`src/rtl/fifo_arb_pkg.sv`:
```
// Shared types and helpers for the FIFO write-port arbiter.
package fifo_arb_pkg;

  typedef enum logic {IDLE = 1'b0, OWN = 1'b1} arb_state_t;

  localparam int STAT_W = 16;

  function automatic int idx_w(input int n);
    return (n <= 2) ? 1 : $clog2(n);
  endfunction

endpackage

```
`src/rtl/rr_pick.sv`:
```
// Rotating-priority encoder: first set bit of req at or after start, modulo N.
module rr_pick
  import fifo_arb_pkg::*;
#(
  parameter int N  = 4,
  parameter int IW = idx_w(N)
) (
  input  logic [N-1:0]  req,
  input  logic [IW-1:0] start,
  output logic          found,
  output logic [IW-1:0] idx
);

  always_comb begin
    int c;
    logic [IW-1:0] ci;
    c = 0;
    ci = '0;
    found = 1'b0;
    idx = '0;
    // Walk from farthest offset to nearest so the nearest hit wins.
    for (int i = N - 1; i >= 0; i--) begin
      c = (int'(start) + i) % N;
      ci = IW'(c);
      if (req[ci]) begin
        found = 1'b1;
        idx = ci;
      end
    end
  end

endmodule

```
`src/rtl/fifo_wr_arbiter.sv`:
```
// Round-robin arbiter with burst lock in front of a shared FIFO write port.
// Optional per-requester grant counters are built when FIFO_ARB_STATS_EN is defined.
module fifo_wr_arbiter
  import fifo_arb_pkg::*;
#(
  parameter int NUM_REQ    = 4,
  parameter int DATA_WIDTH = 8,
  parameter int MAX_BURST  = 4
) (
  input  logic                          clk,
  input  logic                          rst,
  input  logic [NUM_REQ-1:0]            req,
  input  logic [NUM_REQ*DATA_WIDTH-1:0] req_data,
  output logic [NUM_REQ-1:0]            ack,
  output logic                          fifo_wr,
  output logic [DATA_WIDTH-1:0]         fifo_data,
  input  logic                          fifo_full,
  output logic [idx_w(NUM_REQ)-1:0]     owner,
  output logic                          busy
`ifdef FIFO_ARB_STATS_EN
  ,
  input  logic                          stats_clr,
  output logic [NUM_REQ*STAT_W-1:0]     gnt_cnt
`endif
);

  localparam int IW = idx_w(NUM_REQ);
  localparam int BW = $clog2(MAX_BURST + 1);
  localparam logic [BW-1:0] MAX_B = BW'(MAX_BURST);

  arb_state_t     state;
  logic [BW-1:0]  beat_cnt;
  logic [IW-1:0]  rr_ptr;

  logic           pick_found;
  logic [IW-1:0]  pick_idx;
  logic           cont;
  logic           win_vld;
  logic [IW-1:0]  win;
  logic           grant;
  logic           new_acq;

  rr_pick #(.N(NUM_REQ), .IW(IW)) u_pick (
    .req   (req),
    .start (rr_ptr),
    .found (pick_found),
    .idx   (pick_idx)
  );

  always_comb begin
    cont    = (state == OWN) && req[owner] && (beat_cnt < MAX_B);
    win     = cont ? owner : pick_idx;
    win_vld = cont || pick_found;
    grant   = win_vld && !fifo_full && !rst;
    new_acq = (state == IDLE) || (win != owner) || (beat_cnt == MAX_B);
  end

  always_comb begin
    ack = '0;
    fifo_data = '0;
    if (grant) ack[win] = 1'b1;
    for (int i = 0; i < NUM_REQ; i++) begin
      if (grant && (win == IW'(i))) fifo_data = req_data[i*DATA_WIDTH +: DATA_WIDTH];
    end
  end

  assign fifo_wr = grant;

  always_ff @(posedge clk) begin
    if (rst) begin
      state    <= IDLE;
      owner    <= '0;
      beat_cnt <= '0;
      rr_ptr   <= '0;
      busy     <= 1'b0;
    end else if (grant) begin
      if (new_acq) begin
        state    <= OWN;
        busy     <= 1'b1;
        owner    <= win;
        beat_cnt <= BW'(1);
        rr_ptr   <= (win == IW'(NUM_REQ - 1)) ? '0 : win + 1'b1;
      end else begin
        beat_cnt <= beat_cnt + 1'b1;
      end
    end else if (!fifo_full && (state == OWN)) begin
      // Nothing requesting at all: give up ownership.
      state    <= IDLE;
      busy     <= 1'b0;
      owner    <= '0;
      beat_cnt <= '0;
    end
  end

`ifdef FIFO_ARB_STATS_EN
  logic [STAT_W-1:0] cnt_q [NUM_REQ];

  always_ff @(posedge clk) begin
    for (int i = 0; i < NUM_REQ; i++) begin
      if (rst || stats_clr) cnt_q[i] <= '0;
      else if (ack[i] && (cnt_q[i] != {STAT_W{1'b1}})) cnt_q[i] <= cnt_q[i] + 1'b1;
    end
  end

  for (genvar g = 0; g < NUM_REQ; g++) begin : g_cnt
    assign gnt_cnt[g*STAT_W +: STAT_W] = cnt_q[g];
  end
`endif

endmodule

```
`config.mk`:
```
export PLATFORM = sky130hd
export DESIGN_NAME = fifo_wr_arbiter
export DESIGN_NICKNAME = d
export VERILOG_FILES = /design/src/rtl/fifo_arb_pkg.sv /design/src/rtl/rr_pick.sv /design/src/rtl/fifo_wr_arbiter.sv
export SDC_FILE = /design/constraint.sdc
export NUM_CORES = 1
export LEC_CHECK = 0
export ABC_AREA = 1
export CORE_MARGIN = 2
export CORE_UTILIZATION = 41
export DETAILED_ROUTE_END_ITERATION = 10
export GPL_TIMING_DRIVEN = 1
export PLACE_DENSITY = 0.91
export SLEW_MARGIN = 0
export SYNTH_ARGS = -nofsm -noshare
export SYNTH_HDL_FRONTEND = slang
export SYNTH_SLANG_ARGS = --single-unit
export TNS_END_PERCENT = 20
```
`constraint.sdc`:
```
create_clock -name clk -period 4.8 [get_ports clk]
set_clock_uncertainty 0.15 [all_clocks]
set_input_delay 1.44 -clock clk [delete_from_list [all_inputs] [get_ports clk]]
set_output_delay 1.44 -clock clk [all_outputs]
set_load 0.01 [all_outputs]
```
==> results of run 1 <==
==> worst min path at each step <==
stage / endpoint / slack [ns] / cells after the start
after floorplan: beat_cnt[1]$_SDFFE_PP0P_ / 0.30 / 2
after global placement: beat_cnt[1]$_SDFFE_PP0P_ / 0.32 / 2
after detailed placement: beat_cnt[1]$_SDFFE_PP0P_ / 0.34 / 2
after CTS: beat_cnt[1]$_SDFFE_PP0P_ / 0.34 / 2
after global routing: beat_cnt[1]$_SDFFE_PP0P_ / 0.41 / 2
final: beat_cnt[1]$_SDFFE_PP0P_ / 0.39 / 2
==> flip-flops by register name, summed over array words and instances (netlist names) <==
| name | flops |
|---|---|
| state | 1 |
| rr_ptr | 2 |
| owner | 2 |
| beat_cnt | 3 |
==> cell type report <==
type,instances,area share
timing repair buffer,99,0.363
timing repair inverter,2,0.00420
tap,30,0.0158
sequential,8,0.0673
multi-input combinational,162,0.478
inverter,29,0.0625
clock buffer,3,0.00946
==> timing repair <==
item / CTS / global route
setup buffers: 28 / 8
endpoints found under the setup margin: 13 / 21
pin swaps: 16 / 23
gates resized for setup: 98 / 60
cloned: 3 / 1
==> metal layers <==
layer  GRT usage  vias to the layer above  share of wire
li1            -                      851              -
met3       0.106                       82           0.11
met1       0.393                      977           0.34
met4       0.245                        0           0.10
met5           0                        -              0
met2       0.686                      227           0.45
==> through the flow <==
step,hold slack [ns],power (mW)
after floorplan,0.304,0.303
after global placement,0.323,0.456
after detailed placement,0.336,0.465
after CTS,0.345,0.678
after global routing,0.407,0.921
final,0.390,0.892
==> worst max-delay path, stage by stage <==
cell and delay (ns):
buf_8 0.09, inv_4 0.04, nand2_4 0.07, nand3_4 0.08, nand2_4 0.11, inv_2 0.05, nor2_2 0.14, nor2_2 0.06
nand2_2 0.11, nand3_4 0.11, o21ai_4 0.10, buf_6 0.14, ha_4 0.18, nand2_8 0.10, inv_8 0.08, nand2_1 0.08
nand2_1 0.12, nand2_1 0.07, a31oi_1 0.15, buf_2 0.17
==> kinds of logic after synthesis <==
logic type                 count (synthesis)
AOI/OAI and AO/OA                         25
xor gates and xnor gates                   1
adders and majority gates                  6
buffers and inverters                     31
DFF                                        8
and+or+nand+nor                          128
==> cells in the final DEF (no fill, tap or decap), types with 12 or more instances in the layout <==
cell type	n
nand3_1	14
nand2_1	53
nor2_1	14
nand2_2	14
nand2_4	15
inv_1	12
clkdlybuf4s50_1	38
buf_4	43
==> report_power, final <==
part	total [mW]	internal [mW]	switching, mW	leakage, nW
Combinational	0.740	0.339	0.401	1.08
Sequential	0.0973	0.0753	0.0221	0.0655
Clock	0.0542	0.0288	0.0254	0.0138
==> impl_results.md, run 1 <==
- Gr ovfl total: 0
- Post-route DRC: 0
- Initial core utilization: 0.441
- Die X: ~56 um
- Worst setup path class: input port to output pin
- Fill cell count: 79
- Synthesis warning total: 0
- Ys async rst share: 0
- Design area: 0.00238 mm2
- First-pass GRT wire length: 9470 um
- Pwr dens: 375 mW/mm2
- Final setup margin: -0.299 ns
- TritonCTS clock tree: built
- CTS hold repair buffers: 0
- Post-Syn Instances: 199
- CTS sink cnt: 8
- Register-to-register setup slack: 0.39 ns
- Initial antenna violation count: 0
- Core area: 0.00254 mm2
- # diodes: 0
- Synth Area in XOR/XNOR: 0.00780
- Synth Area per Inst: 5.65 um2
- Die height: 56.4 um
- Max Freq: between 150 and 200 MHz
- H-Tree Level Count: 1
- Hold Path Class: flop to flop
- Multi-input logic area: 0.00114 mm2
- PortBufs: 54
- CP Max Fanout: 6
- Synth unique cells: 23
- Critical path origin: req[0]
- IO Pins: 55
- Post-Syn Area: 0.00112 mm2
- Mux cell area share after synthesis: 0
- R2R depth: 27
- Cts bufs inserted: 3
- Hold Vio Cnt, Final: 0
- Worst-Margin Slew: 0.746 ns
- Crit path capture: fifo_data[2]
- Cell Area, Placed: roughly 0.0018 mm2
- Cell row count: 18
- Headroom to the max-slew limit: 0.502
- Die area: 0.00318 mm2
- Clock Tree Buf Depth: 2
- Reg2reg end: owner[0]$_SDFFE_PP0P_
- Simple-gate area share of the yosys netlist: 0.521
- Ranking of synthesized cells by area: nand2_1 (24%), dfxtp_1 (14%), nand3_1 (9.8%)
- Fraction of layout cells with a size suffix above 1: 0.455
- Max IR drop VDD: 364 uV
- Area leader, netlist: nand2_1
- Area Growth Syn to Fin: 112%
- Failing checks: setup timing
- Status: finished, violations left
- Register Area: 160 um2
- Leak: ~1.2 nW
- GRT Total Usage: 0.385
- Largest net degree at the start of global routing: 18
- GP Congestion: ~0.85
- Period minus WS final: roughly 5 ns
- Worst-Skew Late Latency: roughly 0.26 ns
- Setup crit end kind: output pin
- Min-delay src: beat_cnt[1]$_SDFFE_PP0P_
- Data required, critical path: between 3 and 4 ns
- Nets@finish: 350
- DR pass1 iterations: 5
- CTS root buf: clkbuf_4
- Synth top cells by count: nand2_1 (71), nand3_1 (22), inv_1 (21)
- Initial detailed-routing violation count: 234
- Most common cell in the synthesized netlist: nand2_1
- Endpoints failing setup: 10
- RSZ-0062 raised after global routing: true
- Drt total wl: about 7700 um
- CTS clk-pin slew, worst paths: 0.06 ns
- Vias per inst: 6.42
- Vias: about 2100
- Yosys top cell area share: 0.237
- Maxcap violations: 0
- Synth Area in Adders: 0.0668
- Routed WL per cell: 23.0 um
- Fin. max-slew vios: 0
- Antenna Nets Post-Route: 0
- Vias in the first global route: 1944
- Fin cells: 333
- Post-layout util: 0.936
- RR Startpoint: rr_ptr[0]$_SDFFE_PP0P_
- Dpl ws: -1.07 ns
- Synthesis-stage register bit count: 8
- Tcrit/Tclk final: 1.06
- EDFF count, synth: 0
- Synth Net Count: roughly 240
- Dominant synthesized flop cell: dfxtp_1
- Worst EP arrival: 3.51 ns
- Critical path startpoint category: input port
- Complex-gate fraction of the synthesized area: 0.133
- Main combinational cell family by area after synthesis: simple AND/OR/NAND/NOR gates
- Sum of negative setup slack: -2.07 ns
- Post-placement cell count: 293
- Sequential area share after synthesis: 0.143
- DPL Wire Length: 2890 um
Note: power is estimated with default switching activity, not from simulation.
==> run 2: changes to the inputs <==
HOLD_SLACK_MARGIN = 0.02   (was unset)
==> results of run 2 <==
Final layout, timing and power as in run 1 (identical DEF).
==> run 3: changes to the inputs <==
PLACE_DENSITY = 0.84   (was 0.91)
==> run 3 against run 2 <==
Effect of this change:
- the run still ends with setup timing left
- sequential power rose by 0.6%
- worst hold slack got worse by 0.044 ns
- clock power rose by 5.9%
- utilization fell by 1.9 points
- combinational power fell by 7.6%
- total power fell by 5.9%
- final cell count fell by 0.90%
- final area fell by 2.0%
- fmax rose by 0.76%
- via count fell by 4.1%
- sequential share of layout area rose by 0.14 points
- largest cell class unchanged
==> impl_results.md, run 3 (synthesized netlist as in run 1, its figures left out) <==
- PortBufs: 54 (unchanged)
- Worst EP arrival: 3.47 ns (-0.04 ns)
- Maxcap violations: 0 (unchanged)
- Met3 WL: 728 um (-11%)
- R2R depth: 28 (+3.7%)
- Antenna Nets Post-Route: 0 (unchanged)
- Sum of negative setup slack: -1.87 ns (+0.206 ns)
- Largest registers: beat_cnt: 3 flops, owner: 2 flops, rr_ptr: 2 flops
- DR pass1 iterations: 5 (unchanged)
- Critical path startpoint category: input port
- Fin cells: 330 (-0.90%)
- Vias per inst: 6.21 (-3.2%)
- Die area: 0.00318 mm2 (unchanged)
- Leak: 1.17 nW (+1.1%)
- Multi-input logic area: 0.00111 mm2 (-2.5%)
- Met2 wire len: 3300 um (-4.3%)
- Dpl ws: -1.01 ns (+0.0593 ns)
- CTS clk-pin slew, worst paths: 0.06 ns (about the same)
- Post-route DRC: 0 (unchanged)
- CP max stage delay: 0.17 ns (about the same)
- H-Tree Level Count: 1 (unchanged)
- Largest Register: beat_cnt
- Data required, critical path: 3.21 ns (about the same)
- Clock Tree Buf Depth: 2 (unchanged)
- Headroom to the max-slew limit: 0.495 (-0.00741)
- Initial detailed-routing violation count: 218 (-6.8%)
- Failing checks: setup timing
- Status: finished, violations left
- IO Pins: 55 (unchanged)
- Critical path origin: req[1]
- Nets@finish: 347 (-0.86%)
- Setup crit end kind: output pin
- CP Max Fanout: 5 (-1)
- Worst-Margin Slew: 0.757 ns (+0.0111 ns)
- CP Depth: 19 (-5.0%)
- Fin. max-slew vios: 0 (unchanged)
- CP max stage cell: ha_4
- Die height: 56.4 um (unchanged)
- Commonest non-fill, non-tap cell in the layout: nand2_1
- GP Congestion: 0.847 (-0.47%)
- Routed WL per cell: 21.8 um (-5.5%)
- Gr ovfl total: 0 (unchanged)
- Initial antenna violation count: 0 (unchanged)
- Crit path capture: fifo_data[0]
- Period minus WS final: 5.06 ns (-0.0383 ns)
- Hold Path Class: flop to flop
- Uppermost layer routed: met4
- Drt total wl: 7180 um (-6.4%)
- Final setup margin: -0.261 ns (+0.0383 ns)
- Max Freq: 198 MHz (+0.76%)
- CTS root buf: clkbuf_4
- Largest delay share family, worst path: simple AND/OR/NAND/NOR gates
- Hold Vio Cnt, Final: 0 (unchanged)
- Worst setup path class: input port to output pin
- Met1 Routed Length: 2540 um (-3.2%)
- Initial core utilization: 0.441 (unchanged)
- Area Growth Syn to Fin: 108%
- Pwr dens: 360 mW/mm2 (-3.9%)
- CP bufs+invs: 5 (-1)
- Die X: 56.4 um (unchanged)
- Fill cell count: 105 (+33%)
- Largest net degree at the start of global routing: 18 (unchanged)
- Vias: 2050 (-4.1%)
- Post-placement cell count: 293 (unchanged)
- Reg2reg end: owner[0]$_SDFFE_PP0P_
- Worst-Skew Late Latency: 0.27 ns (about the same)
- TritonCTS clock tree: built
- First-pass GRT wire length: 7890 um (-17%)
- Tcrit/Tclk final: 1.05 (-0.00798)
- Cts bufs inserted: 3 (unchanged)
- Fraction of layout cells with a size suffix above 1: 0.450 (-0.00545)
- DPL Wire Length: 2820 um (-2.2%)
- Most frequent cells in the layout: nand2_1 (51), clkdlybuf4s50_1 (37), buf_4 (35), nand2_2 (17), nand2_4 (15)
- GRT Total Usage: 0.310 (-0.0752)
- Max reg flops: 3 (unchanged)
- Top cell by count, worst path: nand2_2
- Crit path cell chain: buf_6 > nand2_2 > nand2_4 > buf_6 > nand2_2 > nand2_2 > o21ai_2 > nand2_2 > nand3_4 > o21ai_4 > inv_2 > ha_4 > nand2_4 > clkinv_4 > nand3_1 > nand2_1 > nand2_1 > a31oi_1 > buf_2
- Endpoints failing setup: 14 (+4)
- Max IR drop VDD: 355 uV (-2.4%)
- Register-to-register setup slack: 0.26 ns (-0.13 ns)
- # diodes: 0 (unchanged)
- Cell row count: 18 (unchanged)
- CTS sink cnt: 8 (unchanged)
- Core area: 0.00254 mm2 (unchanged)
- RSZ-0062 raised after global routing: true
- Vias in the first global route: 1785 (-8.2%)
- RR Startpoint: rr_ptr[0]$_SDFFE_PP0P_
- Register Area: 160 um2 (unchanged)
==> run 3: cell types whose count changed in the layout (fill, tap and decap cells not counted), sizes merged <==
cell | previous run | this run
clkinv | 5 | 4
clkdlybuf4s15 | 1 | 0
inv | 26 | 27
buf | 57 | 54
dlygate4sd2 | 1 | 3
clkdlybuf4s50 | 38 | 37
==> run 3: layout make-up <==
| cell class | instances | share of cell area |
|---|---|---|
| Clock buffer | 3 | 0.00965 |
| Inverter | 29 | 0.0617 |
| Multi-Input combinational cell | 162 | 0.476 |
| Sequential cell | 8 | 0.0686 |
| Tap cell | 30 | 0.0161 |
| Timing Repair Buffer | 96 | 0.362 |
| Timing Repair inverter | 2 | 0.00643 |
==> run 3: worst min path at each step <==
stage	startpoint	end	slack [ns]	cells past startpoint
2_1_floorplan	beat_cnt[1]$_SDFFE_PP0P_	beat_cnt[1]$_SDFFE_PP0P_	0.30	2
3_3_place_gp	beat_cnt[1]$_SDFFE_PP0P_	beat_cnt[1]$_SDFFE_PP0P_	0.32	2
3_5_place_dp	beat_cnt[1]$_SDFFE_PP0P_	beat_cnt[1]$_SDFFE_PP0P_	0.33	2
4_1_cts	beat_cnt[1]$_SDFFE_PP0P_	beat_cnt[1]$_SDFFE_PP0P_	0.34	2
5_1_grt	beat_cnt[1]$_SDFFE_PP0P_	beat_cnt[1]$_SDFFE_PP0P_	0.37	2
6_report	beat_cnt[1]$_SDFFE_PP0P_	beat_cnt[1]$_SDFFE_PP0P_	0.35	2
==> run 3: power breakdown <==
group	leakage, nW	total, mW	internal (mW)	switching, mW
sequential	0.0655	0.0979	0.0752	0.0227
clock	0.0138	0.0574	0.0290	0.0284
combinational	1.09	0.684	0.314	0.370
total	1.17	0.840	0.418	0.422
==> run 3: what timing repair did <==
action                     4_1_cts  5_1_grt
hold buffers                     0        0
buffers inserted                25        6
pin swaps                       19       27
resized for setup               83       71
cloned                           1        3
setup endpoints to repair       13       21
==> run 3: metal layers <==
layer | GRT usage | up-vias
met5 | 0 | -
met4 | 0.163 | 0
met3 | 0.0438 | 69
met2 | 0.553 | 214
met1 | 0.354 | 924
li1 | - | 843
==> run 3: stage by stage <==
stage	utilization	hold WS (ns)	power, mW	area (um2)
floorplan	-	0.304	0.303	1120
global placement	0.695	0.325	0.458	1770
detailed placement	0.695	0.334	0.463	1770
CTS	0.792	0.342	0.624	2010
global route	0.917	0.366	0.863	2330
finish	0.917	0.346	0.840	2330
==> run 3: tightest hold or removal path, delay by kind of cell (launching register included) <==
family / cells / cell delay, ns
AOI/OAI and AO/OA: 1 / 0.06
and+or+nand+nor: 1 / 0.07
DFF: 1 / 0.33
